**config.mk**
```make
export PLATFORM = sky130hd
export DESIGN_NAME = dmem_arbiter
export DESIGN_NICKNAME = d
export VERILOG_FILES = /design/src/rtl/dmem_arb_pkg.sv /design/src/rtl/rd_tag_pipe.sv /design/src/rtl/dmem_arbiter.sv
export SDC_FILE = /design/constraint.sdc
export NUM_CORES = 1
export LEC_CHECK = 0
export CORE_AREA = 2 2 117 119
export CTS_BUF_LIST = sky130_fd_sc_hd__clkbuf_8
export CTS_CLUSTER_DIAMETER = 40
export DETAILED_ROUTE_END_ITERATION = 6
export DIE_AREA = 0 0 119 121
export SYNTH_ARGS = -nofsm -noshare
export SYNTH_HDL_FRONTEND = slang
export SYNTH_HIERARCHICAL = 1
export SYNTH_SLANG_ARGS = --single-unit
```
**constraint.sdc**
```tcl
create_clock -name clk_i -period 2.1 [get_ports clk_i]
set_clock_uncertainty 0.1 [all_clocks]
set_input_delay 0.42 -clock clk_i [delete_from_list [all_inputs] [get_ports clk_i]]
set_output_delay 0.42 -clock clk_i [all_outputs]
set_load 0.01 [all_outputs]
```
**src/rtl/dmem_arb_pkg.sv**
```systemverilog
// Shared encodings and default widths for the data-memory arbiter.
package dmem_arb_pkg;

   localparam int unsigned DEF_AW         = 32;
   localparam int unsigned DEF_DW         = 32;
   localparam int unsigned DEF_RD_LAT     = 1;
   localparam int unsigned DEF_STARVE_MAX = 4;
   localparam int unsigned DEF_LOCK_MAX   = 8;

   typedef enum logic {
      OWN_CPU = 1'b0,
      OWN_DMA = 1'b1
   } owner_e;

   typedef enum logic {
      ST_ARB  = 1'b0,
      ST_LOCK = 1'b1
   } state_e;

   // Bits needed to hold a counter that saturates at max.
   function automatic int unsigned cnt_w(input int unsigned max);
      return (max < 1) ? 1 : $clog2(max + 1);
   endfunction

endpackage

```
**src/rtl/rd_tag_pipe.sv**
```systemverilog
// Read-return tag pipeline: tracks which requester owns each read in flight.
module rd_tag_pipe
   import dmem_arb_pkg::*;
#(
   parameter int unsigned Depth = DEF_RD_LAT
) (
   input  logic   clk_i,
   input  logic   rst_ni,
   input  logic   valid_i,
   input  owner_e owner_i,
   output logic   valid_o,
   output owner_e owner_o
);

   logic [Depth-1:0] valid_q, valid_d;
   logic [Depth-1:0] owner_q, owner_d;

   always_comb begin
      valid_d    = valid_q;
      owner_d    = owner_q;
      valid_d[0] = valid_i;
      owner_d[0] = owner_i;
      for (int unsigned i = 1; i < Depth; i++) begin
         valid_d[i] = valid_q[i-1];
         owner_d[i] = owner_q[i-1];
      end
   end

   always_ff @(posedge clk_i or negedge rst_ni) begin
      if (!rst_ni) begin
         valid_q <= '0;
         owner_q <= '0;
      end else begin
         valid_q <= valid_d;
         owner_q <= owner_d;
      end
   end

   assign valid_o = valid_q[Depth-1];
   assign owner_o = owner_e'(owner_q[Depth-1]);

endmodule

```
**src/rtl/dmem_arbiter.sv**
```systemverilog
// Single-port data memory arbiter between the CPU load/store port and the DMA loader,
// with CPU priority, a DMA starvation guard and capped DMA locked bursts.
module dmem_arbiter
   import dmem_arb_pkg::*;
#(
   parameter int unsigned AW         = DEF_AW,
   parameter int unsigned DW         = DEF_DW,
   parameter int unsigned RD_LAT     = DEF_RD_LAT,
   parameter int unsigned STARVE_MAX = DEF_STARVE_MAX,
   parameter int unsigned LOCK_MAX   = DEF_LOCK_MAX
) (
   input  logic          clk_i,
   input  logic          reset_ni,
   input  logic          cpu_req_i,
   input  logic          cpu_we_i,
   input  logic [AW-1:0] cpu_addr_i,
   input  logic [DW-1:0] cpu_wdata_i,
   output logic          cpu_gnt_o,
   output logic          cpu_stall_o,
   output logic          cpu_rvalid_o,
   output logic [DW-1:0] cpu_rdata_o,
   input  logic          dma_req_i,
   input  logic          dma_we_i,
   input  logic [AW-1:0] dma_addr_i,
   input  logic [DW-1:0] dma_wdata_i,
   input  logic          dma_lock_i,
   output logic          dma_gnt_o,
   output logic          dma_rvalid_o,
   output logic [DW-1:0] dma_rdata_o,
   output logic          mem_read_o,
   output logic          mem_write_o,
   output logic [AW-1:0] mem_address_o,
   output logic [DW-1:0] mem_write_data_o,
   input  logic [DW-1:0] mem_read_data_i
);

   localparam int unsigned SW = cnt_w(STARVE_MAX);
   localparam int unsigned LW = cnt_w(LOCK_MAX);
   localparam logic [SW-1:0] StarveMax = SW'(STARVE_MAX);
   localparam logic [LW-1:0] LockMax   = LW'(LOCK_MAX);

   state_e        state_q, state_d;
   logic [SW-1:0] starve_q, starve_d;
   logic [LW-1:0] lock_q, lock_d;

   logic   arb_cpu, arb_dma;
   logic   cpu_gnt, dma_gnt;
   logic   tag_valid;
   owner_e tag_owner;

   always_comb begin
      state_d = state_q;
      lock_d  = lock_q;
      cpu_gnt = 1'b0;
      dma_gnt = 1'b0;

      // Plain arbitration: CPU first unless DMA has waited out its guard.
      arb_dma = dma_req_i & (~cpu_req_i | (starve_q == StarveMax));
      arb_cpu = cpu_req_i & ~arb_dma;

      unique case (state_q)
         ST_ARB: begin
            cpu_gnt = arb_cpu;
            dma_gnt = arb_dma;
            if (arb_dma && dma_lock_i) begin
               state_d = ST_LOCK;
               lock_d  = LW'(1);
            end
         end
         ST_LOCK: begin
            if (dma_req_i && dma_lock_i) begin
               if ((lock_q == LockMax) && cpu_req_i) begin
                  cpu_gnt = 1'b1;
                  lock_d  = '0;
               end else begin
                  dma_gnt = 1'b1;
                  if (lock_q != LockMax) begin
                     lock_d = lock_q + 1'b1;
                  end
               end
            end else begin
               // Burst over: fall back to plain arbitration in this same cycle.
               state_d = ST_ARB;
               lock_d  = '0;
               cpu_gnt = arb_cpu;
               dma_gnt = arb_dma;
            end
         end
         default: begin
            state_d = ST_ARB;
            lock_d  = '0;
         end
      endcase

      if (dma_req_i && !dma_gnt) begin
         starve_d = (starve_q == StarveMax) ? starve_q : starve_q + 1'b1;
      end else begin
         starve_d = '0;
      end
   end

   always_ff @(posedge clk_i or negedge reset_ni) begin
      if (!reset_ni) begin
         state_q  <= ST_ARB;
         starve_q <= '0;
         lock_q   <= '0;
      end else begin
         state_q  <= state_d;
         starve_q <= starve_d;
         lock_q   <= lock_d;
      end
   end

   always_comb begin
      mem_read_o       = 1'b0;
      mem_write_o      = 1'b0;
      mem_address_o    = '0;
      mem_write_data_o = '0;
      if (cpu_gnt) begin
         mem_read_o       = ~cpu_we_i;
         mem_write_o      = cpu_we_i;
         mem_address_o    = cpu_addr_i;
         mem_write_data_o = cpu_wdata_i;
      end else if (dma_gnt) begin
         mem_read_o       = ~dma_we_i;
         mem_write_o      = dma_we_i;
         mem_address_o    = dma_addr_i;
         mem_write_data_o = dma_wdata_i;
      end
   end

   rd_tag_pipe #(
      .Depth (RD_LAT)
   ) u_rd_tag_pipe (
      .clk_i   (clk_i),
      .rst_ni  (reset_ni),
      .valid_i (mem_read_o),
      .owner_i (dma_gnt ? OWN_DMA : OWN_CPU),
      .valid_o (tag_valid),
      .owner_o (tag_owner)
   );

   assign cpu_gnt_o    = cpu_gnt;
   assign dma_gnt_o    = dma_gnt;
   assign cpu_stall_o  = cpu_req_i & ~cpu_gnt;
   assign cpu_rvalid_o = tag_valid & (tag_owner == OWN_CPU);
   assign dma_rvalid_o = tag_valid & (tag_owner == OWN_DMA);
   assign cpu_rdata_o  = cpu_rvalid_o ? mem_read_data_i : '0;
   assign dma_rdata_o  = dma_rvalid_o ? mem_read_data_i : '0;

endmodule
```
==> metrics.txt <==
status finished, violations left; failing checks setup timing; xor and xnor fraction of the mapped netlist area less than 1%; vias per cell between 4 and 5; area occupied by multi-input gates around 1400 um2; Filler Cell Count between 1000 and 1500; worst-margin pin slew roughly 0.49 ns; post-synth design cell area approximately 1800 um2; PortBufs between 300 and 400; Final Hold Vio Count 0; maxcap violations 0; WL final approximately 13 mm; Synth Area in Compound Gates a little under two fifths; Async S/R FF share, synth 100%; Final Util 40.4%; crit path kind reg2out; Setup crit end kind output pin; GPL Wtd Cong 0.854; CTS tree built; Total GRT Usage 15.9%; final setup violation count slightly above 70; Post-Syn Nets 390; cts bufs inserted 3; hold_ws roughly 0.41 ns; post-layout power between 1.5 and 2 mW; commonest cells after routing, fill and taps aside clkdlybuf4s50_1 (167), a22o_1 (66), buf_2 (55); pwr dens just over 300 nW/um2; WL per Instance between 15 and 20 um; relative slew slack 67.5%; most common cell after layout, fill and taps aside clkdlybuf4s50_1; FF+latch count, synth 10; synth warn 6; Worst EP required 1.58 ns; Synth Area in Simple Gates between 30% and 40%; Arrival @ worst endpoint around 2.2 ns; register area share after synthesis about 14%; Max Buffers Root-to-Sink 2; die height 121 um; reg2reg path depth 9; setup_tns -32.71 ns; RSZ-0062 raised after global routing true; Die W between 100 and 150 um; synth unique cells 39; die area around 14000 um2; largest family of logic cells by synthesized area compound AO/OA/AOI/OAI gates; number of global-route vias before repair between 3000 and 4000; Synth Flop Type dfrtp_1; worst min-delay path category in2async; Final ANT Viol Nets 0; setup ws final -0.570 ns; Core Region 13100 um2; Place WS -0.996 ns; Final nets about 700; VDD IR max 0.174 mV; register area between 200 and 300 um2; antenna violations before repair 0; reg2reg start lock_q[0]; largest net degree at the start of global routing 35; drt drc 0; grt ovf 0; fmax roughly 370 MHz; Final Max Slew Viols 0; Clock Pin Slew Worst Setup and Hold Paths 0.05 ns; starting density of the core between 10% and 20%; EDFF count, synth 0; Syn Inst Count between 200 and 250; type of origin of the critical path register; layout cells sized above 1 approximately a quarter; Reg2Reg Capture Point starve_q[0]; Tmin final about 2.7 ns; row count 42; worst-path fanout max 8; global-route wire length before repair roughly 18 mm; r2r setup slk 0 ns; worst skew pair latency roughly 0.24 ns; P_leak approximately 2.9 nW; detailed-route via count approximately 3200; Antenna Diode Count 0; initial DRC count 49; P&R area growth vs syn 192%; Root Driver clkbuf_8; post-detailed-placement half-perimeter wirelength 9.68 mm; mux contribution to synthesized area under 10%; First-pass DRT Iterations 4; IO Pins around 300; period utilization 127%; Clock Sinks 10; CTS H-tree depth 1; average size of a mapped cell a little over 8 um2; Post-Synth Adder-Cell Area 2.76%
[Yosys cell counts (all sizes together), types with 2 or more instances]
cell / count / share of area, %
mux2i: 2 / 1.1
inv: 8 / 1.7
buf: 17 / 9.0
nor2: 3 / 0.62
o31ai: 2 / 0.83
ha: 4 / 2.8
a22o: 66 / 32
clkbuf: 9 / 1.9
and2: 34 / 12
o21ai: 2 / 0.55
nand2: 4 / 0.83
nor3b: 3 / 1.8
a21oi: 2 / 0.76
and3: 33 / 11
nand3b: 2 / 1.5
dfrtp: 10 / 14
nand3: 2 / 0.55
[through the flow]
stage | area (um2) | instances
6_report | 5290 | 722
5_1_grt | 5290 | 722
4_1_cts | 5170 | 719
3_5_place_dp | 5150 | 700
3_3_place_gp | 5150 | 700
2_1_floorplan | 1820 | 219
[flip-flops by register name, summed over array words and instances, names as in the netlist]
signal,flops
u_rd_tag_pipe/owner_o,1
starve_q,3
lock_q,4
u_rd_tag_pipe/valid_o,1
state_q,1
[worst max-delay path: stages, from the launching register on]
cell and delay, ns:
dfrtp_1 0.38, inv_2 0.09, ha_4 0.15, nand3b_4 0.08, mux2_4 0.31, o21a_4 0.29
buf_16 0.17, buf_12 0.12, a22o_1 0.17, buf_2 0.13
[worst max-delay path by stage]
stage / startpoint / to / depth (start not counted)
2_1_floorplan: lock_q[0] / mem_address_o[15] / 8
3_5_place_dp: dma_lock_i / mem_address_o[10] / 8
4_1_cts: lock_q[0] / mem_write_data_o[2] / 8
3_3_place_gp: dma_lock_i / mem_address_o[10] / 8
5_1_grt: lock_q[0] / mem_address_o[26] / 9
6_report: lock_q[0] / mem_address_o[26] / 9
[layer usage]
metal  part of all wire, %  vias up  global-route usage (%)
li1                      -     1489                       -
met1                    34     1456                    16.2
met5                     0        -                       0
met4                   1.8        0                    3.05
met2                    55      197                    32.9
met3                   8.5       15                    3.43
[power breakdown]
group	leakage, nW	internal [mW]	switching [mW]
clock network	0.0288	0.165	0.0775
registers	0.131	0.206	0.00970
logic	2.70	0.714	0.446
total	2.86	1.08	0.534
[logic make-up after synthesis]
logic type               count (synthesis)
AND/OR/NAND/NOR                         86
AO/OA/AOI/OAI                           81
buffers and inverters                   34
flip-flops                              10
adder cells (fa/ha/maj)                  4
multiplexers                             3
XOR/XNOR                                 1
[repair_timing]
| item | CTS | global route |
|---|---|---|
| gates resized for setup | 355 | 27 |
| hold buffers | 0 | 0 |
| pin swaps | 5 | 10 |
| buffers inserted | 9 | 2 |
| setup endpoints to repair | 122 | 88 |
| gates cloned | 6 | 3 |
[cell type report]
class | instances | area share [%]
clock buffer | 4 | 1.04
inverter | 8 | 0.568
multi-input combinational | 175 | 26.4
sequential | 10 | 4.75
tap | 176 | 4.16
timing repair buffer | 349 | 63.1
Note: power is estimated with default switching activity, not from simulation.
==> variant: new RTL, config.mk and constraints unchanged <==
Set the package constant `DEF_DW` to 16 (it was 32).
--- a/src/rtl/dmem_arb_pkg.sv
+++ b/src/rtl/dmem_arb_pkg.sv
@@ -2,7 +2,7 @@
 package dmem_arb_pkg;
 
    localparam int unsigned DEF_AW         = 32;
-   localparam int unsigned DEF_DW         = 32;
+   localparam int unsigned DEF_DW         = 16;
    localparam int unsigned DEF_RD_LAT     = 1;
    localparam int unsigned DEF_STARVE_MAX = 4;
    localparam int unsigned DEF_LOCK_MAX   = 8;
Interface: changed (6 resized); port bits go from 302 to 206. The function was not compared with the original's and may differ.
==> variant against the unedited design <==
- the flow still finishes with violations (setup timing)
- sequential cell count unchanged
- via count down 28%
- die area unchanged
- total power down 21%
- final area down 27%
- area after synthesis down 22%
- clock power up 2%
- worst setup slack better by 0.067 ns
- wire length down 35%
- largest cell class unchanged
==> variant: results (changes against the unedited design) <==
CP arrival -> 2.08 ns (-0.07 ns)
Top cells by area, synth -> a22o_1 (31%), dfrtp_1 (18%), and2_1 (8.0%), and3_1 (7.5%), buf_6 (4.8%)
IR drop worst, VDD -> 0.191 mV (+10%)
Reg2Reg Depth -> 8 (-1)
Detailed placement HPWL -> 6170 um (-36%)
Yosys warns -> 6 (unchanged)
WL met3 -> 505 um (-54%)
Number of global-route vias before repair -> 2,340 (-27%)
Hold WC Path Type -> in2async
Drt wl/cell -> 14.6 um (-18%)
Critical path peak fanout -> 6 (-2)
1st-iter DRT viols -> 55 (+12%)
Final setup vio count -> 52 (-27%)
Top cells by count, synth -> a22o_1 (50), and2_1 (18), and3_1 (17)
Synthesized instance count -> 161 (-26%)
Post-synthesis sequential area ratio -> 17.7% (+3.9 points)
DR WL met2 -> 4580 um (-35%)
# diodes -> 0 (unchanged)
Status -> finished, violations left
Failing checks -> setup timing
Final WS setup -> -0.503 ns (+0.0668 ns)
Nets -> 518 (-28%)
Reg2Reg Setup Slack -> 0.10 ns (+0.10 ns)
Crit Reg-Reg Startpoint -> lock_q[0]
Placed instance area -> 3810 um^2 (-26%)
Largest net degree at the start of global routing -> 27 (-23%)
Routability Congestion -> 0.792 (-7.3%)
Setup TNS -> -21.85 ns (+10.87 ns)
Vias per Instance -> 3.97 (-9.3%)
Share of cells above drive strength 1 -> 29.2% (+3.7 points)
Reg2reg end -> u_rd_tag_pipe/valid_o
GRT Overall Usage -> 10.4% (-5.5 points)
Internal cell power -> 0.000875 W (-19%)
Worst-Margin Slew -> 0.494 ns (+0.00851 ns)
Wl on met1 -> 3220 um (-27%)
Mapped Nets -> 284 (-27%)
Port Buf Inserts -> 205 (-32%)
Placed cell count -> 554 (-21%)
First-pass GRT wire length -> 12,000 um (-33%)
Hold Slack -> 0.410 ns (-0.00182 ns)
Leakage power -> 2.04 nW (-29%)
Final wirelength -> 8330 um (-35%)
[variant: per-layer routing]
metal	up-vias	GRT usage [%]
met1	1031	11.7
met2	132	21.0
met4	0	1.19
li1	1096	-
met3	2	1.64
met5	-	0
[variant: logic make-up (layout without fill, tap and decap cells)]
logic type | count (synthesis) | count (layout) | synth area share, %
flops | 10 | 10 | 17.7
fa+ha+maj | 4 | 4 | 3.55
buf+inv | 24 | 257 | 11.4
mux | 3 | 3 | 2.48
xor+xnor | 1 | 1 | 0.621
compound gates | 65 | 65 | 39.2
simple gates | 54 | 54 | 25.0
[variant: power by group through the flow]
stage	logic, W	registers [W]	clock network (W)
5_1_grt	0.000877	0.000215	0.000262
2_1_floorplan	0.000283	0.000218	0
4_1_cts	0.000818	0.000213	0.000249
6_report	0.000817	0.000213	0.000247
3_5_place_dp	0.000821	0.000215	0
3_3_place_gp	0.000814	0.000214	0
[variant: how the worst max path moves through the flow]
| stage | startpoint | to | slack [ns] | cells past startpoint |
|---|---|---|---|---|
| 5_1_grt | lock_q[0] | mem_address_o[23] | -0.59 | 9 |
| 6_report | lock_q[0] | mem_address_o[23] | -0.50 | 9 |
| 4_1_cts | lock_q[1] | mem_address_o[12] | -0.56 | 8 |
| 2_1_floorplan | lock_q[0] | mem_address_o[15] | -0.11 | 8 |
| 3_5_place_dp | dma_lock_i | mem_read_o | -0.96 | 7 |
| 3_3_place_gp | dma_lock_i | mem_read_o | -0.96 | 7 |
[variant: layout make-up]
cell class,count,area (um^2)
inverter,8,30.0
clock buffer,4,55.1
fill,1362,9200
sequential,10,250
multi-input combinational,127,1060
tap,176,220
timing repair buffer,245,2270
[variant: what timing repair did]
item	CTS	global route
buffers inserted	8	0
pin swaps	3	3
gates resized for setup	254	24
gates cloned	5	1
endpoints found under the setup margin	76	64
hold buffers	0	0
[variant: per-stage QoR]
step	power [W]	utilization, %	setup WS (ns)
2_1_floorplan	0.000501	-	-0.107
6_report	0.00128	29.7	-0.503
4_1_cts	0.00128	29.3	-0.558
5_1_grt	0.00135	29.7	-0.589
3_3_place_gp	0.00103	29.1	-0.964
3_5_place_dp	0.00104	29.1	-0.964
[variant: worst reg2reg max path, delay by kind of cell (launching register included)]
family / cells / cell delay (ns)
AOI/OAI and AO/OA: 2 / 0.50
and+or+nand+nor: 1 / 0.09
adders and majority gates: 1 / 0.14
buffers and inverters: 3 / 0.38
muxes: 1 / 0.31
DFF: 1 / 0.38
